`config.mk`:
```
export PLATFORM = sky130hd
export DESIGN_NAME = ps2_rx_ctrl
export DESIGN_NICKNAME = d
export VERILOG_FILES = /design/src/rtl/ps2_rx_ctrl.sv
export SDC_FILE = /design/constraint.sdc
export NUM_CORES = 1
export LEC_CHECK = 0
export CAP_MARGIN = 40
export CORE_ASPECT_RATIO = 0.5
export CORE_MARGIN = 3
export CORE_UTILIZATION = 64
export DETAILED_ROUTE_END_ITERATION = 6
export PLACE_DENSITY = 0.84
export SETUP_SLACK_MARGIN = 0.1
export SLEW_MARGIN = 20
export SYNTH_ARGS = -nofsm -noshare
export SYNTH_HDL_FRONTEND = slang
export SYNTH_SLANG_ARGS = --single-unit
```
`constraint.sdc`:
```
create_clock -name clk_i -period 7.62 [get_ports clk_i]
set_input_delay 1.524 -clock clk_i [delete_from_list [all_inputs] [get_ports clk_i]]
set_output_delay 1.524 -clock clk_i [all_outputs]
set_load 0.005 [all_outputs]
```
`src/rtl/ps2_rx_ctrl.sv`:
```
// rtl/ps2_rx_ctrl.sv - PS/2 device-to-host receive controller with filtering, frame FSM and RX FIFO
//
// Ports:
//   clk_i, rst_n_i          system clock, asynchronous active-low reset
//   ps2_clk_i, ps2_dat_i    raw asynchronous PS/2 pins
//   en_i                    receiver enable (0 holds the frame FSM in IDLE)
//   irq_en_i                interrupt enable
//   rd_i                    pop the FIFO head
//   clr_i                   clear the sticky error flags
//   dat_o, vld_o, cnt_o     FIFO head byte, not-empty, occupancy
//   par_err_o, frm_err_o,   sticky parity / framing-or-timeout / overflow flags
//   ovf_err_o
//   irq_o                   registered level interrupt
module ps2_rx_ctrl #(
    parameter int          FIFO_DEPTH  = 8,
    parameter int          FILTER_LEN  = 4,
    parameter logic [15:0] TIMEOUT_CYC = 16'd20000,
    localparam int         CW          = $clog2(FIFO_DEPTH + 1)
) (
    input  logic          clk_i,
    input  logic          rst_n_i,
    input  logic          ps2_clk_i,
    input  logic          ps2_dat_i,
    input  logic          en_i,
    input  logic          irq_en_i,
    input  logic          rd_i,
    input  logic          clr_i,
    output logic [7:0]    dat_o,
    output logic          vld_o,
    output logic [CW-1:0] cnt_o,
    output logic          par_err_o,
    output logic          frm_err_o,
    output logic          ovf_err_o,
    output logic          irq_o
);

    localparam int AW = $clog2(FIFO_DEPTH);
    localparam int FW = $clog2(FILTER_LEN);

    typedef enum logic [1:0] {S_IDLE, S_DATA, S_PARITY, S_STOP} state_t;

    // Input synchronizers and glitch filters (idle-high bus)
    logic [1:0]    r_clk_s, r_dat_s;
    logic          r_clk_f, r_dat_f, r_clk_f_d;
    logic [FW-1:0] r_clk_fc, r_dat_fc;
    logic          w_fall;

    always_ff @(posedge clk_i or negedge rst_n_i) begin
        if (!rst_n_i) begin
            r_clk_s   <= 2'b11;
            r_dat_s   <= 2'b11;
            r_clk_f   <= 1'b1;
            r_dat_f   <= 1'b1;
            r_clk_f_d <= 1'b1;
            r_clk_fc  <= '0;
            r_dat_fc  <= '0;
        end else begin
            r_clk_s   <= {r_clk_s[0], ps2_clk_i};
            r_dat_s   <= {r_dat_s[0], ps2_dat_i};
            r_clk_f_d <= r_clk_f;
            // Filtered value flips on the FILTER_LEN-th consecutive disagreeing sample
            if (r_clk_s[1] == r_clk_f) begin
                r_clk_fc <= '0;
            end else if (r_clk_fc == FW'(FILTER_LEN - 1)) begin
                r_clk_f  <= r_clk_s[1];
                r_clk_fc <= '0;
            end else begin
                r_clk_fc <= r_clk_fc + FW'(1);
            end
            if (r_dat_s[1] == r_dat_f) begin
                r_dat_fc <= '0;
            end else if (r_dat_fc == FW'(FILTER_LEN - 1)) begin
                r_dat_f  <= r_dat_s[1];
                r_dat_fc <= '0;
            end else begin
                r_dat_fc <= r_dat_fc + FW'(1);
            end
        end
    end

    assign w_fall = r_clk_f_d & ~r_clk_f;

    // Frame FSM
    state_t      r_state, w_state_nx;
    logic [2:0]  r_bitc, w_bitc_nx;
    logic [7:0]  r_shift, w_shift_nx;
    logic        r_par, w_par_nx;
    logic [15:0] r_wdog, w_wdog_nx;
    logic        w_push, w_set_par, w_set_frm, w_par_ok;

    assign w_par_ok = ^{r_shift, r_par};

    always_ff @(posedge clk_i or negedge rst_n_i) begin
        if (!rst_n_i) begin
            r_state <= S_IDLE;
            r_bitc  <= '0;
            r_shift <= '0;
            r_par   <= 1'b0;
            r_wdog  <= '0;
        end else begin
            r_state <= w_state_nx;
            r_bitc  <= w_bitc_nx;
            r_shift <= w_shift_nx;
            r_par   <= w_par_nx;
            r_wdog  <= w_wdog_nx;
        end
    end

    always_comb begin
        w_state_nx = r_state;
        w_bitc_nx  = r_bitc;
        w_shift_nx = r_shift;
        w_par_nx   = r_par;
        w_wdog_nx  = (r_state == S_IDLE) ? 16'd0 : r_wdog + 16'd1;
        w_push     = 1'b0;
        w_set_par  = 1'b0;
        w_set_frm  = 1'b0;
        if (!en_i) begin
            // Disabling abandons any partial frame silently
            w_state_nx = S_IDLE;
            w_wdog_nx  = 16'd0;
        end else if (w_fall) begin
            w_wdog_nx = 16'd0;
            case (r_state)
                S_IDLE: begin
                    if (!r_dat_f) begin
                        w_state_nx = S_DATA;
                        w_bitc_nx  = 3'd0;
                    end
                end
                S_DATA: begin
                    w_shift_nx = {r_dat_f, r_shift[7:1]};
                    w_bitc_nx  = r_bitc + 3'd1;
                    if (r_bitc == 3'd7) begin
                        w_state_nx = S_PARITY;
                    end
                end
                S_PARITY: begin
                    w_par_nx   = r_dat_f;
                    w_state_nx = S_STOP;
                end
                S_STOP: begin
                    w_set_frm  = ~r_dat_f;
                    w_set_par  = ~w_par_ok;
                    w_push     = r_dat_f & w_par_ok;
                    w_state_nx = S_IDLE;
                end
                default: w_state_nx = S_IDLE;
            endcase
        end else if (r_state != S_IDLE && r_wdog == TIMEOUT_CYC) begin
            w_set_frm  = 1'b1;
            w_state_nx = S_IDLE;
            w_wdog_nx  = 16'd0;
        end
    end

    // Receive FIFO
    logic [7:0]    r_mem [FIFO_DEPTH];
    logic [AW-1:0] r_wptr, r_rptr;
    logic [CW-1:0] r_cnt;
    logic          w_vld, w_full, w_do_pop, w_do_push, w_ovf;

    assign w_vld     = (r_cnt != '0);
    assign w_full    = (r_cnt == CW'(FIFO_DEPTH));
    assign w_do_pop  = rd_i & w_vld;
    assign w_do_push = w_push & (~w_full | w_do_pop);
    assign w_ovf     = w_push & w_full & ~w_do_pop;

    always_ff @(posedge clk_i) begin
        if (w_do_push) begin
            r_mem[r_wptr] <= r_shift;
        end
    end

    always_ff @(posedge clk_i or negedge rst_n_i) begin
        if (!rst_n_i) begin
            r_wptr <= '0;
            r_rptr <= '0;
            r_cnt  <= '0;
        end else begin
            if (w_do_push) r_wptr <= r_wptr + AW'(1);
            if (w_do_pop)  r_rptr <= r_rptr + AW'(1);
            case ({w_do_push, w_do_pop})
                2'b10:   r_cnt <= r_cnt + CW'(1);
                2'b01:   r_cnt <= r_cnt - CW'(1);
                default: r_cnt <= r_cnt;
            endcase
        end
    end

    // Sticky flags (a set event beats a same-cycle clear) and interrupt
    logic r_par_err, r_frm_err, r_ovf_err, r_irq;

    always_ff @(posedge clk_i or negedge rst_n_i) begin
        if (!rst_n_i) begin
            r_par_err <= 1'b0;
            r_frm_err <= 1'b0;
            r_ovf_err <= 1'b0;
            r_irq     <= 1'b0;
        end else begin
            r_par_err <= w_set_par | (r_par_err & ~clr_i);
            r_frm_err <= w_set_frm | (r_frm_err & ~clr_i);
            r_ovf_err <= w_ovf     | (r_ovf_err & ~clr_i);
            r_irq     <= irq_en_i & (w_vld | r_par_err | r_frm_err | r_ovf_err);
        end
    end

    // Storage is not reset, so the head is masked while empty
    assign dat_o     = w_vld ? r_mem[r_rptr] : 8'h00;
    assign vld_o     = w_vld;
    assign cnt_o     = r_cnt;
    assign par_err_o = r_par_err;
    assign frm_err_o = r_frm_err;
    assign ovf_err_o = r_ovf_err;
    assign irq_o     = r_irq;

endmodule

```
==> impl.org <==
** Power
- Standby leakage power :: roughly 2.4 nW
- Max rail drop VDD :: 174 uV
- Power density relative to cell area :: 320 nW/um2

** Setup path
- Data on the critical path arrives at its endpoint at 4.47 ns.
- Worst flop-to-flop path endpoint :: cnt_o[3]$_DFFE_PN0P_
- Critical Path Most Common Cell :: sky130_fd_sc_hd__inv_1
- The critical path goes through clkdlybuf4s50_1, nand4b_1, or3_1, mux2_4, nand2_1, inv_1, ha_1, a21o_1, a21oi_1, inv_1, and4_4, a221oi_1.
- WP data required :: 7.92 ns
- Number of cell instances on the worst register-to-register path :: 11
- FF-to-FF setup slack :: around 4.3 ns
- Biggest fanout along the worst timing path :: 6
- R2r startpoint :: r_shift[0]$_DFFE_PN0P_
- Start-to-end type of the worst setup path :: in2reg
- Cell with the largest stage delay on the worst path :: sky130_fd_sc_hd__clkdlybuf4s50_1
- Category of the worst setup path capture point :: register
- Highest cell delay on the worst timing path :: 0.52 ns
- Startpoint type of the worst setup path :: input pin

** Run
- The tool flagged a number of max-cap violations equal to 0.

** Timing
- Setup violations remaining at the end of the flow were counted as 0.
- Final Worst Setup Slack :: roughly 3.5 ns
- Shortest period the worst path allows :: 4.17 ns
- At the pin with the least slew margin, the transition time is 0.807 ns.
- Highest clock rate :: 240 MHz
- Post-route fraction of the period consumed by the critical path :: 0.547
- The final hold violation count is 0.
- Between clock sinks in the finished design, the worst skew comes to 0.0154 ns.
- After routing, the total negative slack on setup checks comes to 0 ns.
- Rel. slew slack :: 0.462
- The count of final max-slew check failures is 0.
- Setup repair after global routing missed its margin :: no

** Clock network
- CTS built an H-tree with a depth of 4.
- After clock tree synthesis, the clock-pin slew on the worst setup and hold paths is 0.06 ns.
- The longest clock path from root to sink contains 2 buffers.
- Clock latency at the later pin of the worst-skew pair :: 0.41 ns
- In this run, post-CTS repair resized a total of 0 instances.
- Clock tree from TritonCTS :: yes
- Sink count of the clock tree :: 119
- Post-CTS timing repair inserted 0 buffers for setup.
- Buffers inserted during clock tree synthesis total 17.
- Buffers inserted to repair hold after CTS numbered 0.
- In this run the clock root is driven by a sky130_fd_sc_hd__clkbuf_16.

** Synthesis
- Summing every instance area after synthesis gives 5250 um2.
- Mean cell area of the mapped netlist :: around 15 um2
- Cell count after synthesis :: 356
- Library cells used by synthesis :: 51
- Fraction of synthesized cell area taken by the top area cell type :: 0.366
- In the synthesized netlist the dominant register cell turns out to be sky130_fd_sc_hd__edfxtp_1.
- The biggest area contributor in the post-synthesis netlist is sky130_fd_sc_hd__edfxtp_1.
- Of all flip-flops after synthesis, the portion carrying an async set or reset was 0.462.
- Yosys printed 0 warnings.
- For this run, the register share of the synthesized area comes to 0.630.
- Synth Area in Compound Gates :: 0.0307
- Of the total synthesized cell area, the portion taken by full adders, half adders and majority gates is 0.0396.
- Post-synthesis sequential element count :: 119
- The synthesized design contains 64 enable-type register cells.
- Of the total synthesized cell area, the portion taken by AND, OR, NAND and NOR gates is 0.0989.
- Of the total synthesized cell area, the portion taken by XOR and XNOR cells is 0.0570.
- Synthesized net count :: between 300 and 400
- After synthesis, the cell types taking the most area are sky130_fd_sc_hd__edfxtp_1, sky130_fd_sc_hd__dfrtp_1, sky130_fd_sc_hd__mux4_2, sky130_fd_sc_hd__ha_1, sky130_fd_sc_hd__dfstp_2.
- By area, the combinational part of the netlist is dominated by multiplexers.
- Of the post-synthesis cell area, the part taken by muxes is 0.126.

** Global route
- Gr usage total :: 0.254
- Via count of the first global-routing pass :: 3,270
- Global route overflow :: 0
- Global-route wire length before repair :: 17,900 um
- The number of antenna violations at the first check in global routing came to 0.
- Pin count of the biggest net entering global routing :: 56

** Drt
- For this block, the routed nets add up to 10,600 um of wire.
- Once detail routing completed, the nets flagged for antenna violations numbered 0.
- Dividing the detail-routed wire length by the instance count gives 20.4 um.
- Detailed-route DRC error count :: 0
- Detailed routing inserted a total of 3,097 vias.
- Dividing the detail-routed via count by the number of cells gives 5.96.
- For this block, the initial DRC count from the detailed router was approximately 260.
- The first detailed-routing pass ran for 4 iterations.

** Cells and area
- Counting the fill cells in the layout gives about 380.
- The final layout contains about 420 nets.
- Area of all sequential standard cells :: around 3300 um2
- Area growth, synth to finish :: 18.4%
- The multi-input combinational cells in the finished layout cover a total of 1850 um2.
- Commonest cells after routing, fill and taps aside :: sky130_fd_sc_hd__edfxtp_1, sky130_fd_sc_hd__dfrtp_1, sky130_fd_sc_hd__nor2_1
- Leading cell type in the layout, fill and taps excluded :: sky130_fd_sc_hd__edfxtp_1
- Layout cells sized above 1 :: 0.201
- Final antenna diode count :: 0

** Place
- In this run the tool buffered the top-level ports with 24 buffer cells.
- Post-place setup slack :: 3.12 ns
- At the end of routability-driven placement, the weighted congestion stood at 0.807.
- Total half-perimeter wirelength after legalization and detailed placement :: a little under 7000 um

** Worst hold path
- Counting instances, the worst hold path has a depth of 0.
- Min-delay worst type :: reg2reg
- The worst hold path terminates at r_clk_s[1]$_DFF_PN1_.
- The worst hold path begins at r_clk_s[0]$_DFF_PN1_.

** Floorplanning
- For this design the top-level I/O count stands at 25.
- Vertical die dimension :: around 70 um
- Starting density of the core :: 0.689
- CORE AREA :: around 7600 um2
- Area enclosed by the die boundary :: 9390 um2
- From left edge to right edge, the die measures between 100 and 150 um.
- Floorplan row count :: 22

** Status
- Status :: complete, no violations
-- critical path, delay by kind of cell --
family	cells	cell delay [ns]
simple gates	4	1.01
compound gates	3	0.61
buf+inv	3	0.70
mux	1	0.33
fa+ha+maj	1	0.29
-- kinds of logic (layout without fill, tap and decap cells) --
| group | after synthesis | count (layout) |
|---|---|---|
| adders and majority gates | 16 | 16 |
| DFF | 119 | 119 |
| xor gates and xnor gates | 29 | 29 |
| muxes | 42 | 42 |
| AOI/OAI and AO/OA | 24 | 24 |
| buffers and inverters | 25 | 81 |
| and+or+nand+nor | 101 | 101 |
-- worst max path at each step --
stage | cells past startpoint | start | slack [ns] | endpoint
4_1_cts | 5 | r_rptr[0]$_DFFE_PN0P_ | 3.45 | dat_o[1]
5_1_grt | 12 | en_i | 3.31 | cnt_o[3]$_DFFE_PN0P_
6_report | 12 | en_i | 3.45 | cnt_o[3]$_DFFE_PN0P_
2_1_floorplan | 11 | en_i | 3.94 | cnt_o[3]$_DFFE_PN0P_
3_3_place_gp | 12 | en_i | 3.30 | cnt_o[3]$_DFFE_PN0P_
3_5_place_dp | 12 | en_i | 3.12 | cnt_o[3]$_DFFE_PN0P_
-- routing by layer --
layer  track usage  wire (um)  part of all wire
met1         0.326       4480              0.42
met2         0.426       5420              0.51
met3        0.0604        569             0.054
met4        0.0971        146             0.014
met5             0          0                 0
-- through the flow --
step / power [W] / utilization / instances / hold slack, ns / instance area [um2]
3_5_place_dp: 0.00123 / 0.740 / 488 / 0.348 / 5650
3_3_place_gp: 0.00119 / 0.736 / 483 / 0.347 / 5610
6_report: 0.00199 / 0.815 / 520 / 0.356 / 6220
4_1_cts: 0.00200 / 0.815 / 520 / 0.356 / 6220
2_1_floorplan: 0.00108 / - / 356 / 0.345 / 5250
5_1_grt: 0.00208 / 0.815 / 520 / 0.363 / 6220
-- final cells by class --
type                    instances  area share
flip-flops and latches        119       0.532
multi-input cells             212       0.297
clock buffers                  18      0.0690
repair buffers                 32      0.0471
clock inverters                14      0.0227
well taps                     108      0.0217
inverters                      17      0.0103
-- sequential cells by signal, indices dropped and copies added (netlist names), 3 cells and up --
name     cells
cnt_o        4
r_bitc       3
r_mem       64
r_rptr       3
r_shift      8
r_wdog      16
r_wptr       3
-- cells in the mapped netlist, drive strengths merged (2+ instances only) --
| master | n |
|---|---|
| nand4 | 4 |
| o22ai | 2 |
| nand2 | 26 |
| mux2 | 12 |
| buf | 4 |
| a21oi | 2 |
| ha | 15 |
| inv | 17 |
| or3 | 3 |
| dfstp | 7 |
| o21ai | 9 |
| nor4 | 2 |
| mux2i | 14 |
| mux4 | 16 |
| nor3b | 2 |
| a2111oi | 2 |
| edfxtp | 64 |
| xor2 | 12 |
| and4 | 5 |
| and3 | 2 |
| clkbuf | 4 |
| a22o | 2 |
| nor3 | 8 |
| nor2b | 4 |
| nor4b | 3 |
| nand3 | 7 |
| dfrtp | 48 |
| xnor3 | 2 |
| xnor2 | 14 |
| nor2 | 30 |
| nand2b | 3 |
-- power breakdown --
group	switching [W]	total [W]	internal [W]
sequential	0.0000992	0.000834	0.000735
combinational	0.000169	0.000389	0.000220
clock	0.000307	0.000764	0.000457
total	0.000575	0.00199	0.00141
Note: power is estimated with default switching activity, not from simulation.
